`src/rtl/fixed_divider.sv`:
```
// rtl/fixed_divider.sv - sequential unsigned fixed-point restoring divider, y = (a << FIXED_POINT) / b
module fixed_divider #(
  parameter int C_WIDTH     = 32,
  parameter int FIXED_POINT = 8
) (
  input  logic               ctl_clk,
  input  logic               reset,
  input  logic [C_WIDTH-1:0] a,
  input  logic [C_WIDTH-1:0] b,
  input  logic               trigger,
  output logic               ready,
  output logic               done,
  output logic [C_WIDTH-1:0] y,
  output logic [C_WIDTH-1:0] rem,
  output logic               div_by_zero,
  output logic               overflow
);

  localparam int N  = C_WIDTH + FIXED_POINT;
  localparam int CW = $clog2(N + 1);
  localparam logic [CW-1:0] LAST_ITER = CW'(N - 1);

  typedef enum logic [1:0] {
    IDLE = 2'd0,
    CAL  = 2'd1,
    DONE = 2'd2
  } state_t;

  state_t             state_q;
  logic [CW-1:0]      cnt_q;
  logic [N-1:0]       d_q;
  // The partial remainder is always below b between iterations, so its
  // extra top bit is zero there; only the trial value needs C_WIDTH+1 bits.
  logic [C_WIDTH-1:0] r_q;
  logic [N-1:0]       q_q;
  logic [C_WIDTH-1:0] b_q;
  logic               bz_q;
  logic               ready_q;
  logic               done_q;
  logic [C_WIDTH-1:0] y_q;
  logic [C_WIDTH-1:0] rem_q;
  logic               dbz_q;
  logic               ovf_q;

  logic [C_WIDTH:0]   t_d;
  logic [C_WIDTH:0]   sub_d;
  logic               ge_d;
  logic [C_WIDTH:0]   r_d;
  logic               hi_nz_d;

  // One restoring step: shift in the next dividend bit, subtract b if it fits.
  always_comb begin
    t_d     = {r_q, d_q[N-1]};
    sub_d   = t_d - {1'b0, b_q};
    ge_d    = (t_d >= {1'b0, b_q});
    r_d     = ge_d ? sub_d : t_d;
    hi_nz_d = |q_q[N-1:C_WIDTH];
  end

  // Handshake FSM, iteration datapath and registered result outputs.
  always_ff @(posedge ctl_clk) begin
    if (reset) begin
      state_q <= IDLE;
      cnt_q   <= '0;
      d_q     <= '0;
      r_q     <= '0;
      q_q     <= '0;
      b_q     <= '0;
      bz_q    <= 1'b0;
      ready_q <= 1'b0;
      done_q  <= 1'b0;
      y_q     <= '0;
      rem_q   <= '0;
      dbz_q   <= 1'b0;
      ovf_q   <= 1'b0;
    end else begin
      done_q <= 1'b0;
      case (state_q)
        IDLE: begin
          ready_q <= 1'b1;
          if (ready_q && trigger) begin
            ready_q <= 1'b0;
            b_q     <= b;
            d_q     <= {a, {FIXED_POINT{1'b0}}};
            r_q     <= '0;
            q_q     <= '0;
            cnt_q   <= '0;
            bz_q    <= (b == '0);
            state_q <= (b == '0) ? DONE : CAL;
          end
        end
        CAL: begin
          d_q <= {d_q[N-2:0], 1'b0};
          r_q <= C_WIDTH'(r_d);
          q_q <= {q_q[N-2:0], ge_d};
          if (cnt_q == LAST_ITER) begin
            cnt_q   <= '0;
            state_q <= DONE;
          end else begin
            cnt_q <= cnt_q + CW'(1);
          end
        end
        DONE: begin
          done_q  <= 1'b1;
          ready_q <= 1'b1;
          state_q <= IDLE;
          if (bz_q) begin
            y_q   <= '1;
            rem_q <= '0;
            dbz_q <= 1'b1;
            ovf_q <= 1'b0;
          end else if (hi_nz_d) begin
            y_q   <= '1;
            rem_q <= r_q;
            dbz_q <= 1'b0;
            ovf_q <= 1'b1;
          end else begin
            y_q   <= q_q[C_WIDTH-1:0];
            rem_q <= r_q;
            dbz_q <= 1'b0;
            ovf_q <= 1'b0;
          end
        end
        default: begin
          state_q <= IDLE;
          ready_q <= 1'b0;
        end
      endcase
    end
  end

  assign ready       = ready_q;
  assign done        = done_q;
  assign y           = y_q;
  assign rem         = rem_q;
  assign div_by_zero = dbz_q;
  assign overflow    = ovf_q;

endmodule

```
`config.mk`:
```
export PLATFORM = sky130hd
export DESIGN_NAME = fixed_divider
export DESIGN_NICKNAME = d
export VERILOG_FILES = /design/src/rtl/fixed_divider.sv
export SDC_FILE = /design/constraint.sdc
export NUM_CORES = 1
export LEC_CHECK = 0
export BUFFER_PORTS_ARGS = -buffer_cell sky130_fd_sc_hd__buf_2
export CAP_MARGIN = 5
export CORE_MARGIN = 5
export CORE_UTILIZATION = 25
export CTS_CLUSTER_SIZE = 16
export DETAILED_ROUTE_END_ITERATION = 8
export GPL_ROUTABILITY_DRIVEN = 0
export PLACE_DENSITY = 0.51
export SKIP_CTS_REPAIR_TIMING = 1
export SYNTH_ARGS = -nofsm -noshare
export SYNTH_HDL_FRONTEND = slang
export SYNTH_SLANG_ARGS = --single-unit
```
`constraint.sdc`:
```
create_clock -name ctl_clk -period 7.45 [get_ports ctl_clk]
set_input_delay 0.745 -clock ctl_clk [delete_from_list [all_inputs] [get_ports ctl_clk]]
set_output_delay 0.745 -clock ctl_clk [all_outputs]
set_load 0.1 [all_outputs]
```
==> results.md <==
- Vertical die dimension: 208.7 µm
- Most used cell along the critical path: sky130_fd_sc_hd__o31a_1
- Antenna-violating nets left: 0
- Startpoint of the most critical register-to-register path: b_q[1]
- Most used cells in the layout excluding fill and tap cells: sky130_fd_sc_hd__nand2_1, sky130_fd_sc_hd__dfxtp_1, sky130_fd_sc_hd__nor2_1
- Final period utilization: 0.4437
- Leakage dissipation: 4.774 nW
- Count of nets after finishing: 1442
- Transition time of the tightest slew-check pin: 985.2 ps
- Count of endpoints failing setup in the final report: 0
- Worst hold path class: flop to flop
- Post-synth top flop: sky130_fd_sc_hd__dfxtp_1
- Max-cap violations: 0
- Final Skew: 8.222 ps
- Syn Area/Cell: 7.869 µm²
- Starting density of the core: 0.2542
- CP max stage delay: 520 ps
- Count of vias placed by the detailed router: 8887
- Number of cells produced by synthesis: 1254
- Area of the die: 43550 µm²
- GR Util All Layers: 0.1275
- Terminus of the critical flop-to-flop path: r_q[0]
- Cells on Worst Hold Path: 2
- Count of TritonRoute iterations in the first routing pass: 5
- Mapped Nets: 1355
- Initial drt markers: 385
- Clock network latency to the later pin of the worst-skew pair: 540 ps
- Standard-cell row count: 72
- Area share of the largest cell type after synthesis: 0.4321
- Die outline width: 208.7 µm
- Post-synthesis cell type with the largest combined area: sky130_fd_sc_hd__dfxtp_1
- Depth of the most critical reg-to-reg path: 12
- Pwr dens: 450.8 nW/µm²
- Non-Filler Instances: 1878
- Vias in the first global route: 8652
- Run status: complete, no violations
- Achievable Freq: 0.3025 GHz
- Core ar.: 38830 µm²
- Final routed wire length divided by cell count: 15.32 µm
- Port buffer count: 134
- Detailed-route vias per instance: 4.732
- Clock period minus final worst setup slack: 3305 ps
- DPL Wire Length: 19570 µm
- Pins Over Slew Limit: 0
- Worst path arrival time: 3740 ps
- Hold path startpoint: rem[10]
- Number of sinks handled by clock tree synthesis: 213
- Final routed DRC violation total: 0
- Clock buffers created by TritonCTS: 27
- Fraction of registers with async set/reset: 0
- CP bufs+invs: 2
- Category of the worst setup path capture point: flop
- CTS root buffer: sky130_fd_sc_hd__clkbuf_16
- Crit path max-delay family: compound AO/OA/AOI/OAI gates
- Synthesized cell area: 9868 µm²
- Pin count of the biggest net entering global routing: 122
- Clock tree from TritonCTS: built
- Gr ovfl total: 0
- Distinct cell type count of the synthesized netlist: 58
- Count of boundary I/O pins: 135
- Number of levels in the clock H-tree: 1
- TNS Setup: 0 ps
- Peak supply drop: 0.6198 mV
- Critical path type: flop to flop
- Register bit total from synthesis: 213
- CTS Buffer Depth: 3
- WL final: 28760 µm
- Wire length of the first global-routing pass: 46450 µm
- Number of antenna violations at the first check in global routing: 7
- Top post-synthesis cells by area: sky130_fd_sc_hd__dfxtp_1, sky130_fd_sc_hd__nand2_1, sky130_fd_sc_hd__nor2_1
- R2r setup slk: 4140 ps
- Share of post-route cells with drive strength above 1: 0.1428
- Share of synthesized area occupied by flip-flops and latches: 0.4321
- Warnings, synthesis: 0
- Clock transition at path regs: 60 ps
- Area growth from synthesis to layout: 19.25%
- EDFF count, synth: 0
- Cell type of the slowest stage on the worst timing path: sky130_fd_sc_hd__or3_1
- Nature of the critical path startpoint: flop
- Worst rel slew slack: 0.3432
- Max Fanout on Critical Path: 26
- Cell breakdown of the critical path: inv_1 > ha_1 > nor2b_4 > o31a_1 > o31a_1 > a32o_1 > and4b_1 > or3_1 > buf_4 > nor2_1 > a21oi_1 > a22o_1
- Most common cell after layout, fill and taps aside: sky130_fd_sc_hd__nand2_1
- Worst Hold Endpoint: rem[10]
- Data required time of the worst path: 7880 ps
- Final number of hold-violating endpoints: 0
- RSZ-0062 raised after global routing: no
- Cell count after placement: 1830
cell usage after synthesis, types with 6 or more instances:
cell type and number:
sky130_fd_sc_hd__ha_1 33, sky130_fd_sc_hd__dfxtp_1 213, sky130_fd_sc_hd__nand2_1 216, sky130_fd_sc_hd__mux2i_1 15, sky130_fd_sc_hd__o21a_1 7, sky130_fd_sc_hd__a21o_1 15
sky130_fd_sc_hd__buf_1 7, sky130_fd_sc_hd__nor3_1 44, sky130_fd_sc_hd__xnor2_1 16, sky130_fd_sc_hd__inv_1 41, sky130_fd_sc_hd__a21oi_1 106, sky130_fd_sc_hd__a22oi_1 44
sky130_fd_sc_hd__a311oi_1 32, sky130_fd_sc_hd__o21ai_0 49, sky130_fd_sc_hd__nand3b_1 31, sky130_fd_sc_hd__nor2_1 178, sky130_fd_sc_hd__nor4_1 14, sky130_fd_sc_hd__nand3_1 15
sky130_fd_sc_hd__xor2_1 9, sky130_fd_sc_hd__clkbuf_1 73, sky130_fd_sc_hd__nand2b_1 10, sky130_fd_sc_hd__nand4_1 6
metrics by stage:
stage | setup WS (ps) | instance area [µm²] | power (mW) | utilization | hold WS (ps)
after floorplan | 4736 | 9868 | 3.626 | - | 436.3
after global placement | 4234 | 10950 | 4.077 | 0.2819 | 438.3
after detailed placement | 4146 | 10950 | 4.100 | 0.2819 | 442.5
after CTS | 4150 | 11770 | 5.353 | 0.3030 | 416.2
after global routing | 3926 | 11770 | 5.706 | 0.3031 | 430.7
final | 4145 | 11770 | 5.305 | 0.3031 | 446.4
worst max-delay path by stage:
stage | start | endpoint | slack, ps | cells after the start
after floorplan | b_q[1] | r_q[26] | 4740 | 11
after CTS | b_q[1] | r_q[0] | 4150 | 12
after global routing | b_q[25] | r_q[2] | 3930 | 11
after detailed placement | b_q[1] | r_q[0] | 4150 | 12
final | b_q[1] | r_q[0] | 4140 | 12
after global placement | b_q[1] | r_q[0] | 4230 | 12
per-layer routing:
metal / track usage / vias up / share of wire
li1: - / 4512 / -
met5: 0 / - / 0.0028
met4: 0.03240 / 12 / 0.026
met3: 0.03554 / 64 / 0.056
met1: 0.1660 / 4126 / 0.46
met2: 0.2098 / 173 / 0.45
registers in the layout, indices dropped and copies added, names as in the netlist, 2 cells and up:
signal / flops
q_q: 40
rem: 32
cnt_q: 6
y: 32
b_q: 32
d_q: 32
r_q: 32
state_q: 2
final cells by class:
cell class / instances / area (µm²)
fill: 4219 / 27060
clock inverter: 6 / 41.29
timing repair buffer: 145 / 759.5
tap: 518 / 648.1
sequential: 213 / 4264
clock buffer: 41 / 778.2
antenna: 1 / 2.502
inverter: 41 / 153.9
multi-input combinational: 913 / 5120
worst register-to-register path: cells and delay by family (launching register included):
family                   cells  cell delay [ps]
flip-flops                   1              390
AO/OA/AOI/OAI                5             1090
buffers and inverters        2              410
AND/OR/NAND/NOR              4             1010
adder cells (fa/ha/maj)      1              280
kinds of logic (layout without fill, tap and decap cells):
logic type               count (synthesis)  after routing  synth area share
AND/OR/NAND/NOR                        543            543            0.2434
AO/OA/AOI/OAI                          296            296            0.1911
flip-flops                             213            213            0.4321
buffers and inverters                  128            233           0.05211
adder cells (fa/ha/maj)                 34             34           0.04387
XOR/XNOR                                25             25           0.02219
multiplexers                            15             15           0.01521
other                                    0              1                 0
where the power goes:
| group | leakage (nW) | internal (mW) | switching [mW] |
|---|---|---|---|
| Combinational | 2.66 | 1.10 | 1.66 |
| Sequential | 1.73 | 1.24 | 0.0950 |
| Clock | 0.392 | 0.715 | 0.503 |
| Total | 4.77 | 3.05 | 2.25 |
Power figures use the tool's default switching activity.
